## src/rtl/dmem_arbiter_pkg.sv

```systemverilog
// dmem_arbiter_pkg: memory request codes and arbiter FSM encoding shared by the core array and the data-memory arbiter.
package dmem_arbiter_pkg;
    localparam logic [3:0] MC_IDLE  = 4'b0000;
    localparam logic [3:0] MC_READ  = 4'b0001;
    localparam logic [3:0] MC_WRITE = 4'b0010;
    typedef enum logic [1:0] {IDLE, ACCESS, CAPTURE, ACK} state_t;
    function automatic logic is_req(input logic [3:0] code);
        return code == MC_READ || code == MC_WRITE;
    endfunction
endpackage

```

## src/rtl/dmem_arbiter_rr_pick.sv

```systemverilog
// rr_pick: combinational round-robin winner search starting at ptr and wrapping.
module rr_pick #(
    parameter int N  = 4,
    parameter int PW = 2
) (
    input  logic [N-1:0]  req,
    input  logic [PW-1:0] ptr,
    output logic          valid,
    output logic [PW-1:0] idx
);
    logic [PW-1:0] j;
    // Scan offsets from farthest to nearest so the nearest requester overwrites idx last.
    always_comb begin
        valid = |req;
        idx = '0;
        j = '0;
        for (int i = N - 1; i >= 0; i--) begin
            j = PW'((int'(ptr) + i) % N);
            idx = req[j] ? j : idx;
        end
    end
endmodule

```

## src/rtl/dmem_arbiter.sv

```systemverilog
// dmem_arbiter: round-robin sharing of one single-port synchronous data RAM between NCORES cores.
module dmem_arbiter
    import dmem_arbiter_pkg::*;
#(
    parameter int NCORES = 4,
    parameter int AW = 8,
    parameter int DW = 8,
    localparam int GW = $clog2(NCORES)
) (
    input  logic                 CLK,
    input  logic                 RST_N,
    input  logic [4*NCORES-1:0]  core_ctrl,
    input  logic [AW*NCORES-1:0] core_addr,
    input  logic [DW*NCORES-1:0] core_wdata,
    output logic [DW-1:0]        core_rdata,
    output logic [NCORES-1:0]    core_acq,
    output logic [AW-1:0]        mem_addr,
    output logic [DW-1:0]        mem_wdata,
    output logic                 mem_we,
    output logic                 mem_re,
    input  logic [DW-1:0]        mem_rdata,
    output logic [GW-1:0]        gnt_id
);
    state_t state_q, state_d;
    logic [3:0] ctrl [NCORES];
    logic [AW-1:0] addr [NCORES];
    logic [DW-1:0] wdata [NCORES];
    logic [NCORES-1:0] req;
    logic pick_valid, grant;
    logic [GW-1:0] pick_idx, ptr_q, ptr_d, gnt_q, gnt_d;
    logic [AW-1:0] addr_q, addr_d;
    logic [DW-1:0] wdata_q, wdata_d, rdata_q, rdata_d;
    logic wr_q, wr_d, re_q, re_d, we_q, we_d;
    logic [NCORES-1:0] acq_q, acq_d;

    always_comb begin
        for (int i = 0; i < NCORES; i++) begin
            ctrl[i] = core_ctrl[4*i +: 4];
            addr[i] = core_addr[AW*i +: AW];
            wdata[i] = core_wdata[DW*i +: DW];
            req[i] = is_req(ctrl[i]);
        end
    end

    rr_pick #(.N(NCORES), .PW(GW)) u_pick (
        .req(req),
        .ptr(ptr_q),
        .valid(pick_valid),
        .idx(pick_idx)
    );

    always_ff @(posedge CLK) begin
        if (!RST_N) state_q <= IDLE;
        else state_q <= state_d;
    end

    always_comb begin
        state_d = state_q;
        case (state_q)
            IDLE:    state_d = pick_valid ? ACCESS : IDLE;
            ACCESS:  state_d = wr_q ? ACK : CAPTURE;
            CAPTURE: state_d = ACK;
            default: state_d = IDLE;
        endcase
    end

    // Strobes and acq are computed one state early so they leave the block registered.
    always_comb begin
        grant = state_q == IDLE && pick_valid;
        ptr_d = grant ? GW'((int'(pick_idx) + 1) % NCORES) : ptr_q;
        gnt_d = grant ? pick_idx : gnt_q;
        addr_d = grant ? addr[pick_idx] : addr_q;
        wdata_d = grant ? wdata[pick_idx] : wdata_q;
        wr_d = grant ? ctrl[pick_idx] == MC_WRITE : wr_q;
        re_d = grant && ctrl[pick_idx] == MC_READ;
        we_d = grant && ctrl[pick_idx] == MC_WRITE;
        rdata_d = state_q == CAPTURE ? mem_rdata : rdata_q;
        acq_d = state_d == ACK ? NCORES'(1) << gnt_q : '0;
    end

    always_ff @(posedge CLK) begin
        if (!RST_N) begin
            ptr_q <= '0;
            gnt_q <= '0;
            addr_q <= '0;
            wdata_q <= '0;
            wr_q <= 1'b0;
            re_q <= 1'b0;
            we_q <= 1'b0;
            rdata_q <= '0;
            acq_q <= '0;
        end else begin
            ptr_q <= ptr_d;
            gnt_q <= gnt_d;
            addr_q <= addr_d;
            wdata_q <= wdata_d;
            wr_q <= wr_d;
            re_q <= re_d;
            we_q <= we_d;
            rdata_q <= rdata_d;
            acq_q <= acq_d;
        end
    end

    assign core_rdata = rdata_q;
    assign core_acq = acq_q;
    assign mem_addr = addr_q;
    assign mem_wdata = wdata_q;
    assign mem_re = re_q;
    assign mem_we = we_q;
    assign gnt_id = gnt_q;
endmodule

```

## config.mk

```make
export PLATFORM = sky130hd
export DESIGN_NAME = dmem_arbiter
export DESIGN_NICKNAME = d
export VERILOG_FILES = /design/src/rtl/dmem_arbiter_pkg.sv /design/src/rtl/dmem_arbiter_rr_pick.sv /design/src/rtl/dmem_arbiter.sv
export SDC_FILE = /design/constraint.sdc
export NUM_CORES = 1
export LEC_CHECK = 0
export BUFFER_PORTS_ARGS = -buffer_cell sky130_fd_sc_hd__buf_2
export CORE_UTILIZATION = 40
export CTS_CLUSTER_DIAMETER = 150
export DETAILED_ROUTE_END_ITERATION = 10
export GPL_TIMING_DRIVEN = 0
export PLACE_DENSITY = 0.78
export SETUP_SLACK_MARGIN = 0.4
export SLEW_MARGIN = 0
export SYNTH_ARGS = -nofsm -noshare
export SYNTH_HDL_FRONTEND = slang
export SYNTH_SLANG_ARGS = --single-unit
```

## constraint.sdc

```tcl
create_clock -name CLK -period 2.4 [get_ports CLK]
set_input_delay 0.24 -clock CLK [delete_from_list [all_inputs] [get_ports CLK]]
set_output_delay 0.24 -clock CLK [all_outputs]
set_load 0.01 [all_outputs]
```

==> results.json, run 1 <==
{
  "status": "complete, no violations",
  "place_inst": 425,
  "first_iter_violations": 59,
  "syn_area_um2": 2060,
  "worstSkewPairLatency_ns": 0.28,
  "fillCellCount": 441,
  "cp-start-kind": "flop",
  "grt_overflow": 0,
  "rsz0062_at_grt": "yes",
  "pwr-share-comb_pct": 32.0,
  "yosysTopAreaCell": "dfxtp_1",
  "dp_hpwl_mm": 4.57,
  "tightest_slew_ns": 0.489,
  "seqPwrFrac_pct": 39.5,
  "p_clk_share_pct": 28.5,
  "cap_violations": 0,
  "p_int_w": 0.00132,
  "drv_slew": 0,
  "max-slew-margin-rel_pct": 67.1,
  "clk_path_buf_depth": 2,
  "p_leak_nw": 1.43,
  "yosysSeqAreaShare_pct": 35.9,
  "path_clk_slew_ns": 0.08,
  "synthTopCellsByCount": "dfxtp_1 (37), mux2i_1 (25), nand2_1 (21)",
  "holdCritPathClass": "in -> reg",
  "crit_required_ns": 2.61,
  "hold_viol_final": 0,
  "clock-root-buffer": "clkbuf_8",
  "htree_num_levels": 2,
  "synth_area_leaders": "dfxtp_1 (36%), mux2i_1 (12%), a21boi_0 (6.2%)",
  "fin_area_um2": 2970,
  "holdCritStartpoint": "mem_rdata[6]",
  "core_area_um2": 4850,
  "synth_nets": 331,
  "rows": 25,
  "path_class": "reg -> reg",
  "vias": 2221,
  "synth_edf_count": 0,
  "gp_congestion": 0.821,
  "min_to": "core_rdata[6]",
  "numPortBuffers": 121,
  "p_per_area_nw_per_um2": 651,
  "grt_pass1_vias": 2078,
  "cts_buffers": 5,
  "final_util_pct": 61.3,
  "yosysTopAreaCellShare_pct": 35.9,
  "cts_sinks": 37,
  "fin_skew_ns": 0.00700,
  "post_dp_cell_area_um2": 2750,
  "syn_inst": 237,
  "antenna_found_initial": 0,
  "p_switching_w": 0.000618,
  "ant_nets": 0,
  "die_area_um2": 5450,
  "fin_cells": 436,
  "antenna-diode-count": 0,
  "die_w_um": 73.8,
  "grt_max_degree": 14,
  "cp_max_fo": 10,
  "finalSetupViolCount": 0,
  "ys_warn_count": 0,
  "fmax_mhz": 517,
  "ir_drop_mv": 0.609,
  "yosysMostFrequentCell": "dfxtp_1",
  "drc": 0,
  "grt_usage_pct": 21.1,
  "die_h_um": 73.8,
  "rr_endpoint": "mem_wdata[0]",
  "ys_seq_elements": 37,
  "drive_above_1_share_pct": 43.6,
  "routedWlPerCell_um": 13.5,
  "netSwitchingFraction_pct": 31.9,
  "grt_first_pass_wirelength_mm": 8.89,
  "synth.avg_cell_area_um2": 8.71,
  "rrSetupSlack_ns": 0.47,
  "holdWs_ns": 0.186,
  "io_pins": 122,
  "dr.pass1.iters": 4,
  "reg2reg_from": "ptr_q[1]",
  "critPathCaptureType": "flop",
  "syn_to_final_growth_pct": 44.0,
  "min_period_ns": 1.93,
  "arrival_ns": 2.15,
  "period_share_pct": 80.6,
  "start_util_pct": 42.6,
  "synthFlopType": "dfxtp_1",
  "totalWireLength_mm": 5.89,
  "cts_tree": "built",
  "r2r_cells": 8,
  "synthArstFlopShare_pct": 0,
  "viasPerCell": 5.09,
  "holdPathStages": 3,
  "synth.distinct_cells": 40,
  "layout.nets": 462
}
-- power by group through the flow --
stage / Sequential, W / Clock (W) / Combinational, W
floorplan: 0.000803 / 0 / 0.000330
global placement: 0.000770 / 0 / 0.000575
detailed placement: 0.000772 / 0 / 0.000588
CTS: 0.000760 / 0.000559 / 0.000605
global route: 0.000776 / 0.000572 / 0.000682
finish: 0.000764 / 0.000552 / 0.000619
-- flip-flops by register name, summed over array words and instances, names as in the netlist --
name	count
mem_we	1
mem_addr	8
state_q	2
core_acq	4
wr_q	1
mem_wdata	8
ptr_q	2
mem_re	1
core_rdata	8
gnt_id	2
-- kinds of logic (layout without fill, tap and decap cells) --
| group | count (synthesis) | count (layout) | share of synthesized area, % |
|---|---|---|---|
| mux | 25 | 25 | 12.1 |
| simple gates | 71 | 71 | 18.0 |
| buf+inv | 22 | 154 | 5.34 |
| xor+xnor | 5 | 5 | 2.12 |
| fa+ha+maj | 4 | 4 | 2.43 |
| flops | 37 | 37 | 35.9 |
| compound gates | 73 | 73 | 24.1 |
-- timing repair --
action                     4_1_cts  5_1_grt
hold buffers                     0        0
gates cloned                     1        0
setup endpoints to repair       20       21
gates resized for setup          9       21
pin swaps                        0        3
setup buffers                    2        0
-- per-stage QoR --
stage                     setup TNS (ns)  setup WS [ns]  power [W]
after floorplan                        0          0.446    0.00113
after global placement           -0.0211        -0.0211    0.00135
after detailed placement          -0.460        -0.0897    0.00136
after CTS                              0          0.428    0.00192
after global routing                   0          0.367    0.00203
final                                  0          0.465    0.00193
-- cell type report --
cell class              count  area, um2  area share, %
well taps                  67       83.8           2.82
repair buffers            124        628           21.1
multi-input cells         178       1270           42.7
plain buffers              17        111           3.75
inverters                   5       18.8          0.632
flip-flops and latches     37        746           25.1
clock inverters             3       46.3           1.56
clock buffers               5       68.8           2.32
-- worst max-delay path, cell delays in order (launching register included) --
cell and delay (ns):
dfxtp_4 0.37, nor4_2 0.23, nand2b_1 0.09, o211a_1 0.14
and2_4 0.18, or3_1 0.37, buf_6 0.16, buf_6 0.14
o211ai_1 0.17
-- per-layer routing --
metal,global-route usage (%),share of wire [%],up-vias
met4,3.85,0.46,0
met1,24.1,42,1007
met2,40.2,51,96
met5,0,0,-
met3,4.66,6.6,2
li1,-,-,1116
-- worst max path at each step --
stage | startpoint | cells after the start | to
floorplan | core_ctrl[15] | 8 | mem_addr[0]
global placement | core_ctrl[0] | 9 | mem_wdata[4]
detailed placement | core_ctrl[0] | 9 | mem_addr[6]
CTS | ptr_q[1] | 8 | mem_wdata[1]
global route | ptr_q[1] | 9 | mem_wdata[4]
finish | ptr_q[1] | 8 | mem_wdata[0]
-- placed cells by master, fill, tap and decap left out, types with 4 or more instances in the layout --
master | Yosys | final
o211ai_1 | 17 | 17
nor2_1 | 13 | 12
dfxtp_1 | 37 | 35
buf_2 | 0 | 122
o21ai_0 | 18 | 17
ha_1 | 4 | 4
mux2i_1 | 25 | 25
a21oi_1 | 8 | 7
nand2_1 | 21 | 21
clkbuf_2 | 1 | 7
clkbuf_8 | 0 | 5
a21boi_0 | 17 | 17
inv_1 | 5 | 5
and3_1 | 18 | 18
clkbuf_1 | 11 | 4
(Power assumes the default switching activity.)
==> run 2, diff against run 1 <==
CORE_UTILIZATION = 39   (was 40)
PLACE_DENSITY = 0.79   (was 0.78)
clock period = 1.6 ns   (was 2.4 ns; I/O delays follow)
==> run 2 against run 1 <==
The run now ends with setup timing left. Final cell count is 4.8% higher. Design area is 18% higher. Flip-flop and latch count is the same. Setup slack lost 0.82 ns. Combinational power is 130% higher. Sequential share of layout area down 3.5 points. Maximum frequency down 1.0%. Clock skew decreased by 0.0020 ns. Global-route usage increased by 2.3 points. Wire length increased by 14%. Clock-buffer cell count is 2 higher. Utilization grew 7.1 points. Critical path type unchanged. Largest cell class unchanged.
==> results.json, run 2 (synthesized netlist as in run 1, its figures left out) <==
{
  "cap_violations": 0,
  "cts_buffers": 5,
  "numPortBuffers": 121,
  "dp_hpwl_mm": 4.59,
  "layout.nets": 481,
  "io_pins": 122,
  "clk_path_buf_depth": 2,
  "tightest_slew_ns": 0.447,
  "cp_max_fo": 5,
  "cpPeakStageDelay_ns": 0.37,
  "p_per_area_nw_per_um2": 925,
  "status": "finished with violations",
  "crit_required_ns": 1.80,
  "setup_slack_ns": -0.355,
  "first_iter_violations": 93,
  "fmax_mhz": 512,
  "violations": "setup timing",
  "totalWireLength_mm": 6.73,
  "crit_path_top_delay_cell": "dfxtp_4",
  "ant_nets": 0,
  "drc": 0,
  "max-slew-margin-rel_pct": 70.2,
  "route.met2.wl_mm": 3.44,
  "dr.pass1.iters": 4,
  "die_area_um2": 5590,
  "arrival_ns": 2.15,
  "grt_max_degree": 11,
  "ir_drop_mv": 0.403,
  "rsz0062_at_grt": "yes",
  "min_period_ns": 1.95,
  "cp-start-kind": "flop",
  "grt_pass1_vias": 2157,
  "final_common_cell": "buf_2",
  "holdCritPathClass": "in -> reg",
  "die_h_um": 74.7,
  "fillCellCount": 423,
  "antenna_found_initial": 0,
  "crit_top_cell": "buf_8",
  "htree_num_levels": 2,
  "grt_usage_pct": 23.5,
  "drive_above_1_share_pct": 53.7,
  "path_class": "reg -> reg",
  "hold_viol_final": 0,
  "critPathCaptureType": "flop",
  "syn_to_final_growth_pct": 69.3,
  "routed.top_layer": "met4",
  "ff_latch_area_um2": 753,
  "gp_congestion": 0.811,
  "grt_first_pass_wirelength_mm": 9.78,
  "clock-root-buffer": "clkbuf_8",
  "worstSkewPairLatency_ns": 0.29,
  "viasPerCell": 5.12,
  "antenna-diode-count": 0,
  "fin_area_um2": 3490,
  "wl_met1_mm": 2.85,
  "cts_tree": "built",
  "grt_overflow": 0,
  "cts_sinks": 37,
  "path_clk_slew_ns": 0.07,
  "multi_input_area_um2": 1520,
  "post_dp_cell_area_um2": 2920,
  "holdWs_ns": 0.115,
  "core_area_um2": 5110,
  "vias": 2338,
  "rows": 26,
  "final_cell_mix": "buf_2 (122), dfxtp_1 (33), mux2i_1 (25)",
  "fin_skew_ns": 0.00499,
  "start_util_pct": 40.4,
  "period_share_pct": 122,
  "p_leak_nw": 1.61,
  "routedWlPerCell_um": 14.7,
  "drv_slew": 0,
  "die_w_um": 74.7,
  "met3_wirelength_um": 348,
  "cp_cell_sequence": "nor4_4 > nand2b_1 > o211a_1 > and2_4 > or3_4 > buf_8 > buf_8 > o211ai_1",
  "finalSetupViolCount": 22
}
[run 2: layout make-up]
cell class / instances / area share [%]
multi-input combinational: 178 / 43.4
timing repair buffer: 143 / 24.6
sequential: 37 / 21.6
buffer: 17 / 4.73
tap: 70 / 2.51
clock buffer: 7 / 2.47
inverter: 5 / 0.681
[run 2: critical path, delay by kind of cell, from the launching register on]
family | cells | cell delay (ns)
AOI/OAI and AO/OA | 2 | 0.34
DFF | 1 | 0.37
buffers and inverters | 2 | 0.27
and+or+nand+nor | 4 | 0.89
[run 2: what timing repair did]
action / CTS / global route
endpoints found under the setup margin: 27 / 36
gates cloned: 1 / 1
gates resized for setup: 37 / 30
pin swaps: 8 / 15
hold buffers: 0 / 0
setup buffers: 11 / 9
[run 2: where the power goes]
group | internal (W) | switching [W] | leakage, nW
registers | 0.00107 | 0.000101 | 0.304
clock network | 0.000342 | 0.000311 | 0.0443
logic | 0.000751 | 0.000655 | 1.26
[run 2: per-layer routing]
layer | up-vias | global-route usage (%)
li1 | 1157 | -
met1 | 1078 | 28.7
met2 | 93 | 40.8
met3 | 10 | 4.95
met4 | 0 | 7.97
met5 | - | 0
[run 2: path summary, 6_finish.rpt]
path	startpoint	to	slack (ns)	cells past startpoint
max	ptr_q[0]	mem_wdata[4]	-0.35	8
max reg2reg	ptr_q[0]	mem_wdata[4]	-0.35	8
min reg2reg	gnt_id[1]	core_acq[1]	0.47	1
min	mem_rdata[3]	core_rdata[3]	0.12	3
[run 2: per-stage QoR]
| step | cells | setup TNS (ns) | utilization [%] | power (W) | setup WS, ns |
|---|---|---|---|---|---|
| 2_1_floorplan | 237 | -2.70 | - | 0.00179 | -0.189 |
| 4_1_cts | 447 | -5.41 | 64.6 | 0.00303 | -0.304 |
| 3_5_place_dp | 428 | -11.41 | 57.2 | 0.00215 | -0.667 |
| 3_3_place_gp | 428 | -10.10 | 57.2 | 0.00213 | -0.605 |
| 5_1_grt | 457 | -7.87 | 68.4 | 0.00341 | -0.444 |
| 6_report | 457 | -5.87 | 68.4 | 0.00323 | -0.355 |
